$ cat config.mk
export PLATFORM = sky130hd
export DESIGN_NAME = bus_cycle_arbiter
export DESIGN_NICKNAME = d
export VERILOG_FILES = /design/src/rtl/bus_cycle_arbiter.sv
export SDC_FILE = /design/constraint.sdc
export NUM_CORES = 1
export LEC_CHECK = 0
export ABC_AREA = 1
export CAP_MARGIN = 10
export CORE_MARGIN = 5
export CORE_UTILIZATION = 25
export DETAILED_ROUTE_END_ITERATION = 10
export SETUP_SLACK_MARGIN = 0.5
export SLEW_MARGIN = 20
export SYNTH_ARGS = -nofsm -noshare
export SYNTH_HDL_FRONTEND = slang
export SYNTH_SLANG_ARGS = --single-unit
export TNS_END_PERCENT = 10
$ cat constraint.sdc
create_clock -name CLK -period 1.2 [get_ports CLK]
set_input_delay 0.3 -clock CLK [delete_from_list [all_inputs] [get_ports CLK]]
set_output_delay 0.3 -clock CLK [all_outputs]
set_load 0.03 [all_outputs]
$ cat src/rtl/bus_cycle_arbiter.sv
// Two-requester round-robin bus master that runs 8088-style T1/T2/T3/Tw/T4 cycles
// with READY wait states and a bounded wait-state timeout reported through ERR.
module bus_cycle_arbiter #(
    parameter int ADDRESS_WIDTH = 20,
    parameter int DATA_WIDTH    = 8,
    parameter int MAX_WAIT      = 7
) (
    input  logic                       CLK,
    input  logic                       RESET,
    input  logic [1:0]                 REQ,
    input  logic [1:0]                 WE,
    input  logic [1:0]                 IOM_IN,
    input  logic [2*ADDRESS_WIDTH-1:0] ADDR_IN,
    input  logic [2*DATA_WIDTH-1:0]    WDATA_IN,
    output logic [1:0]                 ACK,
    output logic                       ERR,
    output logic [DATA_WIDTH-1:0]      RDATA,
    output logic                       ALE,
    output logic                       RD,
    output logic                       WR,
    output logic                       IOM,
    output logic [ADDRESS_WIDTH-1:0]   ADDR,
    output logic [DATA_WIDTH-1:0]      DATA_OUT,
    output logic                       DATA_OE,
    input  logic [DATA_WIDTH-1:0]      DATA_IN,
    input  logic                       READY
);

    localparam int CW = (MAX_WAIT < 1) ? 1 : $clog2(MAX_WAIT + 1);

    typedef enum logic [2:0] {
        S_IDLE = 3'd0,
        S_T1   = 3'd1,
        S_T2   = 3'd2,
        S_T3   = 3'd3,
        S_TW   = 3'd4,
        S_T4   = 3'd5
    } state_t;

    state_t                   r_state;
    state_t                   w_next;
    logic                     r_last;
    logic                     r_grant;
    logic                     r_we;
    logic                     r_iom;
    logic                     r_timeout;
    logic [ADDRESS_WIDTH-1:0] r_addr;
    logic [DATA_WIDTH-1:0]    r_wdata;
    logic [DATA_WIDTH-1:0]    r_rdata;
    logic [CW-1:0]            r_wait;

    logic                     w_any;
    logic                     w_sel;
    logic                     w_wait_max;
    logic                     w_ale;
    logic                     w_rd;
    logic                     w_wr;
    logic                     w_oe;
    logic [1:0]               w_ack;
    logic                     w_err;

    // The requester not granted last wins on contention; a lone requester wins outright.
    assign w_any      = |REQ;
    assign w_sel      = (REQ == 2'b11) ? ~r_last : REQ[1];
    assign w_wait_max = (r_wait == CW'(MAX_WAIT));

    // State register.
    always_ff @(posedge CLK) begin
        if (RESET) begin
            r_state <= S_IDLE;
        end else begin
            r_state <= w_next;
        end
    end

    // Next-state logic.
    always_comb begin
        w_next = r_state;
        case (r_state)
            S_IDLE: begin
                if (w_any) begin
                    w_next = S_T1;
                end else begin
                    w_next = S_IDLE;
                end
            end
            S_T1: w_next = S_T2;
            S_T2: w_next = S_T3;
            S_T3: begin
                if (READY) begin
                    w_next = S_T4;
                end else begin
                    w_next = S_TW;
                end
            end
            S_TW: begin
                if (READY || w_wait_max) begin
                    w_next = S_T4;
                end else begin
                    w_next = S_TW;
                end
            end
            S_T4:    w_next = S_IDLE;
            default: w_next = S_IDLE;
        endcase
    end

    // Transfer context, wait counter, read data and round-robin pointer.
    always_ff @(posedge CLK) begin
        if (RESET) begin
            r_last    <= 1'b1;
            r_grant   <= 1'b0;
            r_we      <= 1'b0;
            r_iom     <= 1'b0;
            r_timeout <= 1'b0;
            r_addr    <= {ADDRESS_WIDTH{1'b0}};
            r_wdata   <= {DATA_WIDTH{1'b0}};
            r_rdata   <= {DATA_WIDTH{1'b0}};
            r_wait    <= {CW{1'b0}};
        end else begin
            case (r_state)
                S_IDLE: begin
                    if (w_any) begin
                        r_grant   <= w_sel;
                        r_we      <= WE[w_sel];
                        r_iom     <= IOM_IN[w_sel];
                        r_addr    <= w_sel ? ADDR_IN[2*ADDRESS_WIDTH-1:ADDRESS_WIDTH]
                                           : ADDR_IN[ADDRESS_WIDTH-1:0];
                        r_wdata   <= w_sel ? WDATA_IN[2*DATA_WIDTH-1:DATA_WIDTH]
                                           : WDATA_IN[DATA_WIDTH-1:0];
                        r_timeout <= 1'b0;
                    end
                end
                S_T3: begin
                    if (READY) begin
                        if (!r_we) begin
                            r_rdata <= DATA_IN;
                        end
                    end else begin
                        r_wait <= CW'(1);
                    end
                end
                S_TW: begin
                    if (READY) begin
                        if (!r_we) begin
                            r_rdata <= DATA_IN;
                        end
                    end else if (w_wait_max) begin
                        r_timeout <= 1'b1;
                    end else begin
                        r_wait <= r_wait + CW'(1);
                    end
                end
                S_T4: begin
                    r_last <= r_grant;
                end
                default: begin
                    r_last <= r_last;
                end
            endcase
        end
    end

    // Bus strobes and handshake decoded purely from the registered state.
    always_comb begin
        w_ale = 1'b0;
        w_rd  = 1'b1;
        w_wr  = 1'b1;
        w_oe  = 1'b0;
        w_ack = 2'b00;
        w_err = 1'b0;
        case (r_state)
            S_T1: w_ale = 1'b1;
            S_T2, S_T3, S_TW: begin
                if (r_we) begin
                    w_wr = 1'b0;
                    w_oe = 1'b1;
                end else begin
                    w_rd = 1'b0;
                end
            end
            S_T4: begin
                w_oe  = r_we;
                w_ack = r_grant ? 2'b10 : 2'b01;
                w_err = r_timeout;
            end
            default: w_ale = 1'b0;
        endcase
    end

    assign ALE      = w_ale;
    assign RD       = w_rd;
    assign WR       = w_wr;
    assign DATA_OE  = w_oe;
    assign ACK      = w_ack;
    assign ERR      = w_err;
    assign IOM      = r_iom;
    assign ADDR     = r_addr;
    assign DATA_OUT = r_wdata;
    assign RDATA    = r_rdata;

endmodule

==> impl_metrics.env, run 1 <==
export IMPL_status="finished with violations"
export IMPL_violations="setup timing"
export IMPL_post_place_cells=614
export IMPL_yosys_top_cells_count="nand2_1, dfxtp_1, nand3_1"
export IMPL_dieArea_um2=11500
export IMPL_crit_fanout=3
export IMPL_rsz0062_at_grt="yes"
export IMPL_fin_crit_ps=1540
export IMPL_clockRootBuffer="clkbuf_8"
export IMPL_fillers=942
export IMPL_r2r_slack_ps=-80
export IMPL_nets=580
export IMPL_num_io_pins=117
export IMPL_cts_made_buffers=5
export IMPL_ys_seq_area_share_pct=39.9
export IMPL_cts_sinks=47
export IMPL_crit_required_ps=900
export IMPL_worstSetupPathType="flip-flop to primary output"
export IMPL_cts_hold_fix_buffers=0
export IMPL_yosys_area_top_type_share_pct=39.9
export IMPL_fin_cells=634
export IMPL_drt_wl_total_um=8320
export IMPL_die_w_um=107
export IMPL_io_buffers=116
export IMPL_slew_headroom_pct=83.0
export IMPL_grt_pass1_wl_um=13200
export IMPL_cp_start_kind="flip-flop"
export IMPL_multi_input_area_um2=1490
export IMPL_cts_tree="yes"
export IMPL_antenna_cells=0
export IMPL_setup_violations=41
export IMPL_critPathSlowestCell="dfxtp_4"
export IMPL_avgViaCountPerCell=4.39
export IMPL_clk_pin_slew_ps=90
export IMPL_hp_class="flip-flop to flip-flop"
export IMPL_vias=2784
export IMPL_fin_worst_skew_ps=4.02
export IMPL_tns_ps=-3000
export IMPL_synth_largest_area_cell="dfxtp_1"
export IMPL_leakage_uw=0.00198
export IMPL_die_y_um=107
export IMPL_area_growth_pct=90.9
export IMPL_yosys_warnings=0
export IMPL_ys_flop_type="dfxtp_1"
export IMPL_hold_violations=0
export IMPL_core_um2=9240
export IMPL_max_stage_delay_ps=380
export IMPL_rows=35
export IMPL_layout_setup_ws_ps=-342
export IMPL_drt_iter0_markers=100
export IMPL_async_reset_ff_share_pct=0
export IMPL_synth_area_top_cells="dfxtp_1, nand2_1, nand3_1"
export IMPL_wl_per_cell_um=13.1
export IMPL_post_synth_cell_area_avg_um2=6.48
export IMPL_dp_hpwl_um=5840
export IMPL_htreeDepth=2
export IMPL_yosysMostFrequentCell="nand2_1"
export IMPL_final_seq_area_um2=957
export IMPL_grt_total_usage_pct=14.2
export IMPL_cts_path_max_buffers=2
export IMPL_synth_nets=440
export IMPL_critPathArrivalTime_ps=1240
export IMPL_drv_slew=0
export IMPL_syn_cell_area_um2=2360
export IMPL_worstSetupEndpointType="primary output"
export IMPL_grt_max_degree=20
export IMPL_power_density_nw_per_um2=1280
export IMPL_max_cap_violations=0
export IMPL_synth_cell_types=20
export IMPL_drtAntennaViolNets=0
export IMPL_synthCells=364
export IMPL_gp_congestion=0.769
export IMPL_tightest_slew_ps=255
export IMPL_ir_worst_vdd_mv=0.539
export IMPL_grt_pass1_vias=2719
export IMPL_period_share_pct=128
export IMPL_ys_ff_latch=47
export IMPL_antenna_found_initial=0
export IMPL_start_util_pct=25.5
export IMPL_grt_ovfl_total=0
export IMPL_drtPass1Iterations=4
export IMPL_synth_edf_count=0
export IMPL_drive_above_1_share_pct=30.7
export IMPL_fmax_ghz=0.649
export IMPL_crit_path_cell_trace="inv_4, nand2_4, nor2_4, inv_4, nor2_4, buf_12"
export IMPL_insertion_delay_ps=300
export IMPL_drc=0
## kinds of logic after synthesis
| family | after synthesis | synth area share [%] |
|---|---|---|
| buffers and inverters | 47 | 9.12 |
| adder cells (fa/ha/maj) | 3 | 1.59 |
| flip-flops | 47 | 39.9 |
| AND/OR/NAND/NOR | 220 | 39.4 |
| AO/OA/AOI/OAI | 47 | 9.97 |
## critical path, delay by kind of cell (launching register included)
family,cells,cell delay (ps)
simple gates,3,290
flops,1,380
buf+inv,3,250
## layout make-up
type | count | share of cell area, %
tap | 129 | 3.58
inverter | 24 | 2.47
sequential | 47 | 21.2
clock inverter | 2 | 0.778
multi-input combinational | 272 | 33.1
clock buffer | 6 | 1.83
timing repair buffer | 154 | 37.0
## timing repair
| action | CTS | global route |
|---|---|---|
| hold endpoints to repair | 0 | 0 |
| buffers inserted | 4 | 3 |
| setup endpoints to repair | 91 | 91 |
| pin swaps | 10 | 6 |
| gates cloned | 3 | 2 |
| resized for setup | 60 | 30 |
## placed cells by master (no fill, tap or decap), types with 4 or more instances in the layout
cell,instances
clkdlybuf4s50_1,70
buf_12,9
nand3_2,4
inv_1,16
nand2_4,6
dfxtp_1,40
a21oi_2,12
buf_6,40
nor2_1,14
buf_4,30
nand3_1,42
a21oi_1,32
dfxtp_2,4
nor2_4,7
nand2_2,11
nand2_1,132
clkbuf_8,6
## stage by stage
step | instance area [µm²] | total power, µW | setup WS, ps | utilization, % | hold slack, ps
final | 4510 | 5760 | -342 | 48.8 | 472
after global routing | 4510 | 6100 | -417 | 48.8 | 497
after CTS | 4340 | 5680 | -349 | 46.9 | 472
after detailed placement | 3890 | 4100 | -404 | 42.1 | 455
after global placement | 3890 | 4070 | -356 | 42.1 | 445
after floorplan | 2490 | 3180 | 32.5 | - | 429
## path summary, 6_finish.rpt
| kind | start | end | depth (start not counted) |
|---|---|---|---|
| max | r_state[1] | ACK[0] | 6 |
| min reg2reg | r_last | r_last | 2 |
| min | r_last | r_last | 2 |
| max reg2reg | r_state[0] | r_state[0] | 8 |
## registers in the layout (all words and copies together) (netlist names)
register / cells
r_wait: 3
r_we: 1
IOM: 1
r_state: 3
r_grant: 1
DATA_OUT: 8
r_timeout: 1
RDATA: 8
r_last: 1
ADDR: 20
## layer usage
layer  vias to the layer above  track usage, %  share of wire [%]
met5                         -               0                  0
met4                         0            4.93                2.6
met3                        18            3.31                4.2
met2                        70            25.3                 52
met1                      1251            16.6                 42
li1                       1445               -                  -
## power breakdown
part           switching [µW]  internal [µW]
combinational            1340           1270
sequential                176           1770
clock                     528            674
total                    2050           3720
No activity file was read; power rests on OpenSTA's default activity.
==> inputs of run 2 (changes only) <==
--- a/config.mk
+++ b/config.mk
@@ -10,6 +10,7 @@
 export CORE_MARGIN = 5
 export CORE_UTILIZATION = 25
 export DETAILED_ROUTE_END_ITERATION = 10
+export GPL_TIMING_DRIVEN = 0
 export SETUP_SLACK_MARGIN = 0.5
 export SLEW_MARGIN = 20
 export SYNTH_ARGS = -nofsm -noshare
==> impl_metrics.env, run 2 (synthesis results as in run 1) <==
export IMPL_cp_depth=4
export IMPL_vias=2720
export IMPL_die_y_um=107
export IMPL_ir_worst_vdd_mv=0.550
export IMPL_layout_common_cells="nand2_1, clkdlybuf4s50_1, buf_6"
export IMPL_grt_ovfl_total=0
export IMPL_fillers=939
export IMPL_power_density_nw_per_um2=1280
export IMPL_tightest_slew_ps=567
export IMPL_core_um2=9240
export IMPL_fin_crit_ps=1540
export IMPL_hold_violations=0
export IMPL_grt_pass1_vias=2649
export IMPL_crit_fanout=3
export IMPL_drv_slew=0
export IMPL_avgViaCountPerCell=4.35
export IMPL_num_io_pins=117
export IMPL_antenna_cells=0
export IMPL_grt_total_usage_pct=13.6
export IMPL_max_stage_delay_ps=380
export IMPL_endpoint="WR"
export IMPL_reg2reg_to="ADDR[3]"
export IMPL_nets=573
export IMPL_largest_register_ffs=20
export IMPL_worstSetupPathType="flip-flop to primary output"
export IMPL_hp_class="primary input to flip-flop"
export IMPL_drt_wl_total_um=7930
export IMPL_rows=35
export IMPL_fmax_ghz=0.650
export IMPL_fin_cells=626
export IMPL_drc=0
export IMPL_timing_rr_start="r_state[1]"
export IMPL_drtAntennaViolNets=0
export IMPL_htreeDepth=2
export IMPL_status="finished with violations"
export IMPL_critPathSlowestCell="dfxtp_4"
export IMPL_leakage_uw=0.00185
export IMPL_max_cap_violations=0
export IMPL_drt_iter0_markers=86
export IMPL_critPathArrivalTime_ps=1240
export IMPL_worstSetupEndpointType="primary output"
export IMPL_post_place_cells=607
export IMPL_drtPass1Iterations=4
export IMPL_slew_headroom_pct=62.2
export IMPL_gp_congestion=0.760
export IMPL_cp_start_kind="flip-flop"
export IMPL_grt_pass1_wl_um=12700
export IMPL_grt_max_degree=14
export IMPL_cts_tree="yes"
export IMPL_antenna_found_initial=0
export IMPL_rsz0062_at_grt="yes"
export IMPL_violations="setup timing"
export IMPL_crit_path_cell_trace="buf_12, ha_4, o21ai_4, buf_6"
export IMPL_die_w_um=107
export IMPL_layout_setup_ws_ps=-339
export IMPL_area_growth_pct=79.3
export IMPL_period_share_pct=128
export IMPL_tns_ps=-4210
export IMPL_start_util_pct=25.5
export IMPL_clockRootBuffer="clkbuf_8"
export IMPL_r2r_slack_ps=-90
export IMPL_crit_start="r_state[1]"
export IMPL_drive_above_1_share_pct=26.8
export IMPL_dieArea_um2=11500
export IMPL_wl_per_cell_um=12.7
export IMPL_power_uw=5430
export IMPL_cts_made_buffers=5
export IMPL_layout_commonest_cell="nand2_1"
export IMPL_worst_r2r_cell_count=7
export IMPL_dp_hpwl_um=5870
export IMPL_crit_required_ps=900
export IMPL_setup_violations=48
export IMPL_io_buffers=114
export IMPL_clk_pin_slew_ps=80
export IMPL_fin_worst_skew_ps=4.51
export IMPL_cp_num_buf_inv=2
export IMPL_path_delay_family="flip-flops"
export IMPL_cts_path_max_buffers=2
export IMPL_insertion_delay_ps=300
export IMPL_cts_sinks=47
run 2: changes by cell type in the layout (fill, tap and decap cells not counted), moves of 4 or more:
cell      delta
buf_12       -8
buf_2        +5
buf_4       -19
buf_6        +8
clkbuf_1     +7
nand2_1      +6
nand2_2      -5
nand3_1      +4
run 2: through the flow:
| step | util (%) | area, µm² | hold WS [ps] | setup slack (ps) |
|---|---|---|---|---|
| after floorplan | - | 2490 | 429 | 32.5 |
| after global placement | 41.1 | 3790 | 441 | -595 |
| after detailed placement | 41.1 | 3790 | 455 | -600 |
| after CTS | 44.3 | 4090 | 365 | -339 |
| after global routing | 45.8 | 4230 | 390 | -383 |
| final | 45.8 | 4230 | 364 | -339 |
run 2: how the worst min path moves through the flow:
stage,startpoint,to,slack [ps],cells past startpoint
after CTS,RESET,ADDR[5],370,2
after global placement,r_last,r_last,440,2
after detailed placement,ADDR[3],ADDR[3],460,2
after global routing,RESET,ADDR[5],390,2
after floorplan,r_last,r_last,430,2
final,RESET,ADDR[5],360,2
run 2: area by class of cell:
class | count | area (µm²) | share of cell area, %
Clock buffer | 7 | 97.6 | 2.31
Sequential cell | 47 | 961 | 22.7
Inverter | 24 | 115 | 2.72
Buffer | 23 | 169 | 3.99
Multi-Input combinational cell | 270 | 1400 | 33.1
Timing Repair Buffer | 126 | 1330 | 31.3
Tap cell | 129 | 161 | 3.81
run 2: per-layer routing:
layer | share of wire, % | track usage [%]
met5 | 0 | 0
met3 | 6.5 | 4.09
met4 | 1.4 | 3.38
met2 | 51 | 24.4
met1 | 41 | 15.7
run 2: timing repair:
action,in CTS,in global routing
setup buffers,6,5
gates cloned,0,1
pin swaps,5,8
endpoints found under the setup margin,91,91
gates resized for setup,337,23
hold buffers,0,0
run 2: power by group:
| group | internal [µW] | total, µW | switching (µW) |
|---|---|---|---|
| sequential | 1770 | 1960 | 181 |
| combinational | 1160 | 2430 | 1270 |
| clock | 528 | 1040 | 517 |
| total | 3460 | 5430 | 1970 |
==> inputs of run 3 (changes only) <==
--- a/config.mk
+++ b/config.mk
@@ -8,9 +8,10 @@
 export ABC_AREA = 1
 export CAP_MARGIN = 10
 export CORE_MARGIN = 5
-export CORE_UTILIZATION = 25
+export CORE_UTILIZATION = 35
 export DETAILED_ROUTE_END_ITERATION = 10
 export GPL_TIMING_DRIVEN = 0
+export PLACE_DENSITY = 0.74
 export SETUP_SLACK_MARGIN = 0.5
 export SLEW_MARGIN = 20
 export SYNTH_ARGS = -nofsm -noshare
==> impl_metrics.env, run 3 (synthesis results as in run 1) <==
export IMPL_status="finished with violations"
export IMPL_violations="setup timing"
export IMPL_core_um2=6680
export IMPL_hold_violations=0
export IMPL_power_switching_uw=2120
export IMPL_die_w_um=92.1
export IMPL_reg2reg_to="ADDR[9]"
export IMPL_cts_hold_fix_buffers=0
export IMPL_p_int_uw=3480
export IMPL_hold_slack_ps=347
export IMPL_drt_wl_total_um=7980
export IMPL_layout_setup_ws_ps=-328
export IMPL_wl_per_cell_um=13.6
export IMPL_clk_pin_slew_ps=100
export IMPL_post_route_util_pct=63.7
export IMPL_pwr_share_comb_pct=46.8
export IMPL_htreeDepth=2
export IMPL_drt_iter0_markers=84
export IMPL_period_share_pct=127
export IMPL_grt_pass1_vias=2698
export IMPL_min_from="RESET"
export IMPL_nets=581
export IMPL_critPathArrivalTime_ps=1230
export IMPL_clockRootBuffer="clkbuf_8"
export IMPL_dp_hpwl_um=5660
export IMPL_fin_crit_ps=1530
export IMPL_hp_class="primary input to flip-flop"
export IMPL_ir_worst_vdd_mv=0.696
export IMPL_power_density_nw_per_um2=1310
export IMPL_power_uw=5590
export IMPL_cts_made_buffers=5
export IMPL_grt_ovfl_total=0
export IMPL_rsz0062_at_grt="yes"
export IMPL_insertion_delay_ps=310
export IMPL_pwr_share_seq_pct=35.0
export IMPL_dieArea_um2=8480
export IMPL_drv_slew=0
export IMPL_grt_max_degree=17
export IMPL_holdPathStages=2
export IMPL_slew_headroom_pct=59.8
export IMPL_drtPass1Iterations=4
export IMPL_place_ws_ps=-583
export IMPL_fillers=621
export IMPL_postPlaceCellArea_um2=3730
export IMPL_antenna_cells=0
export IMPL_power_frac_clock_pct=18.3
export IMPL_gp_congestion=0.787
export IMPL_worstSetupPathType="flip-flop to primary output"
export IMPL_cts_tree="yes"
export IMPL_crit_required_ps=900
export IMPL_die_y_um=92.1
export IMPL_grt_total_usage_pct=17.6
export IMPL_cts_path_max_buffers=2
export IMPL_largest_register_ffs=20
export IMPL_cp_start_kind="flip-flop"
export IMPL_crit_fanout=5
export IMPL_worstSetupEndpointType="primary output"
export IMPL_start_util_pct=35.3
export IMPL_fin_worst_skew_ps=11.1
export IMPL_cts_sinks=47
export IMPL_layout_commonest_cell="nand2_1"
export IMPL_io_buffers=114
export IMPL_vias=2834
export IMPL_rows=30
export IMPL_setup_violations=51
export IMPL_tightest_slew_ps=602
export IMPL_drc=0
export IMPL_p_sw_share_pct=37.9
export IMPL_layout_common_cells="nand2_1, clkdlybuf4s50_1, buf_6"
export IMPL_avgViaCountPerCell=4.84
export IMPL_max_cap_violations=0
export IMPL_drtAntennaViolNets=0
export IMPL_worst_r2r_cell_count=7
export IMPL_num_io_pins=117
export IMPL_antenna_found_initial=0
export IMPL_drive_above_1_share_pct=28.1
export IMPL_hold_path_endpoint="ADDR[5]"
export IMPL_timing_rr_start="r_state[0]"
export IMPL_fmax_ghz=0.654
export IMPL_area_growth_pct=80.4
export IMPL_leakage_uw=0.00190
export IMPL_grt_pass1_wl_um=12300
export IMPL_r2r_slack_ps=-200
export IMPL_final_cell_area_um2=4260
-- run 3: metrics by stage --
stage,instances,setup TNS [ps]
2_1_floorplan,364,0
3_3_place_gp,558,-25240
3_5_place_dp,558,-26370
4_1_cts,573,-5760
5_1_grt,586,-13430
6_report,586,-9080
-- run 3: metal layers --
metal | track usage, % | vias to the layer above | wire length (µm)
li1 | - | 1442 | -
met1 | 19.5 | 1305 | 3100
met2 | 32.1 | 72 | 4200
met3 | 4.51 | 15 | 475
met4 | 6.44 | 0 | 194
met5 | 0 | - | 0
-- run 3: how the worst max path moves through the flow --
stage | depth (start not counted) | from | end
final | 5 | r_state[0] | WR
after global routing | 5 | r_state[0] | WR
after floorplan | 5 | r_state[1] | ACK[0]
after global placement | 4 | r_we | DATA_OE
after CTS | 4 | r_we | DATA_OE
after detailed placement | 4 | r_we | DATA_OE
-- run 3: power groups by stage --
stage	logic [µW]	clock network [µW]	registers, µW
after floorplan	927	0	2250
after global routing	2810	1090	1980
after global placement	2020	0	1940
final	2620	1020	1960
after CTS	2230	1020	1950
after detailed placement	2050	0	1950
-- run 3: cell type report --
cell class                      instances  area [µm²]  area share [%]
Buffer                                 23         185            4.35
Clock buffer                            5        68.8            1.62
Clock inverter                          3        23.8           0.558
Inverter                               24         118            2.76
Multi-Input combinational cell        270        1410            33.1
Sequential cell                        47         961            22.6
Tap cell                               80         100            2.35
Timing Repair Buffer                  134        1390            32.7
-- run 3: worst max-delay path: stages (launching register included) --
cell     delay [ps]
dfxtp_4         390
nor2_4          140
nand2_2          90
inv_4           100
o21ai_4          60
buf_6           130
-- run 3: repair_timing --
| item | in CTS | in global routing |
|---|---|---|
| buffers inserted | 7 | 11 |
| cloned | 0 | 2 |
| setup endpoints to repair | 91 | 91 |
| pin swaps | 9 | 15 |
| resized for setup | 329 | 37 |
| hold endpoints to repair | 0 | 0 |
==> variant: new RTL, flow settings as in run 3 <==
Re-encode `state_t` (6 states) as one-hot, 6 bits wide.
--- a/src/rtl/bus_cycle_arbiter.sv
+++ b/src/rtl/bus_cycle_arbiter.sv
@@ -30,9 +30,9 @@
 
-    typedef enum logic [2:0] {
-        S_IDLE = 3'd0,
-        S_T1   = 3'd1,
-        S_T2   = 3'd2,
-        S_T3   = 3'd3,
-        S_TW   = 3'd4,
-        S_T4   = 3'd5
+    typedef enum logic [5:0] {
+        S_IDLE = 6'b000001,
+        S_T1   = 6'b000010,
+        S_T2   = 6'b000100,
+        S_T3   = 6'b001000,
+        S_TW   = 6'b010000,
+        S_T4   = 6'b100000
     } state_t;
Behaviour: same outputs for any inputs over 10 cycles, from zero or initial values and one cycle with RESET high; not proved beyond that.
==> variant against run 3 <==
- synthesized area up 11%
- wire length grew 5.3%
- utilization down 2.9 points
- the flow still finishes with violations (negative setup slack)
- cell area up 4.2%
- worst setup slack worse by 310 ps
- power shrank 14%
- critical path depth is 1 higher
- critical path type unchanged
- sequential cell count up 3
- highest routed layer unchanged
==> variant: results (changes against run 3) <==
buffer_area_frac: 0.359  # -0.0116
critical_path.max_stage_delay_ps: 360  # -30 ps
final-setup-viol-count: 56  # +9.8%
swShare: 0.353  # -0.0258
grt_max_degree: 15  # -2
num-nonclk-inverters: 41  # +71%
fillers: 670  # +7.9%
nNonClkBuffers: 164  # +4.5%
min_from: "r_timeout"
status: "finished with violations"
grt_usage: 0.187  # +0.0106
worst_hold_path_type: "reg2reg"
seq_area_frac: 0.230  # +0.00472
clockBufferCount: 6  # +1
p_leak_nw: 2.05  # +7.9%
yosys-top-cells-area: "dfxtp_1, nand2_1, nor2_1"
violations: "negative setup slack"
drt_iter0_markers: 85  # +1.2%
worst_slew_margin_rel: 0.722  # +0.123
skew_ps: 7.78  # -3.37 ps
post_drt_wl_per_cell_um: 13.2  # -3.1%
port_buffers: 116  # +1.8%
synth_fp_nets: 464  # +5.5%
cp_max_fo: 4  # -1
cpLargestDelayFamily: "simple AND/OR/NAND/NOR gates"
timing.rr.start: "r_state[3]"
grt_pass1_wl_um: 13700  # +12%
finalWorstSetupSlack_ps: -641  # -312 ps
nFlopsAndLatches: 50  # +6.4%
multi_input_cells: 276  # +2.2%
gp_congestion: 0.802  # +1.9%
synth_cell_type_count: 23  # +15%
multi_input_area_sq_mm: 0.00146  # +3.4%
seq_area_frac_synth: 0.382  # -0.0170
==> variant: cell count changes after synthesis, moves of 9 or more <==
cell | before | now
nand3_1 | 47 | 38
nor2_2 | 0 | 23
inv_1 | 21 | 39
nor2_1 | 20 | 60
nand2_1 | 147 | 90
a21oi_1 | 44 | 5
o21ai_1 | 0 | 29
nand4_1 | 1 | 14
==> variant: kinds of logic (layout without fill, tap and decap cells) <==
kind of cell,Yosys count,in the layout,share of synthesized area
compound gates,38,38,0.0739
simple gates,236,236,0.423
flops,50,50,0.382
buf+inv,63,212,0.112
fa+ha+maj,2,2,0.00954
==> variant: final timing paths <==
| kind | end | slack, ps | cells past startpoint |
|---|---|---|---|
| hold / removal | r_timeout | 480 | 2 |
| setup / recovery | DATA_OE | -640 | 6 |
| hold reg to reg | r_timeout | 480 | 2 |
| setup reg to reg | r_last | -440 | 11 |
==> variant: layer usage <==
layer,global-route usage,routed length [um],up-vias,share of wire
li1,-,-,1523,-
met1,0.214,3320,1327,0.40
met2,0.330,4340,101,0.52
met3,0.0534,573,16,0.068
met4,0.0666,165,0,0.020
met5,0,0,-,0
==> variant: stage by stage <==
step | instances | instance area, sq um | utilization | setup WS (ps) | TNS, ps
after floorplan | 389 | 2700 | - | -266 | -1490
after global placement | 604 | 3980 | 0.546 | -954 | -33380
after detailed placement | 604 | 3980 | 0.546 | -983 | -34600
after CTS | 631 | 4340 | 0.596 | -604 | -12060
after global routing | 637 | 4440 | 0.608 | -724 | -21570
final | 637 | 4440 | 0.608 | -641 | -16950
==> variant: power by group through the flow <==
stage	registers, mW	logic (mW)	clock network (mW)
2_1_floorplan	2.31	0.733	0
3_3_place_gp	2.00	1.76	0
3_5_place_dp	2.01	1.77	0
4_1_cts	2.01	1.88	0.956
5_1_grt	2.03	2.04	1.05
6_report	2.01	1.89	0.931
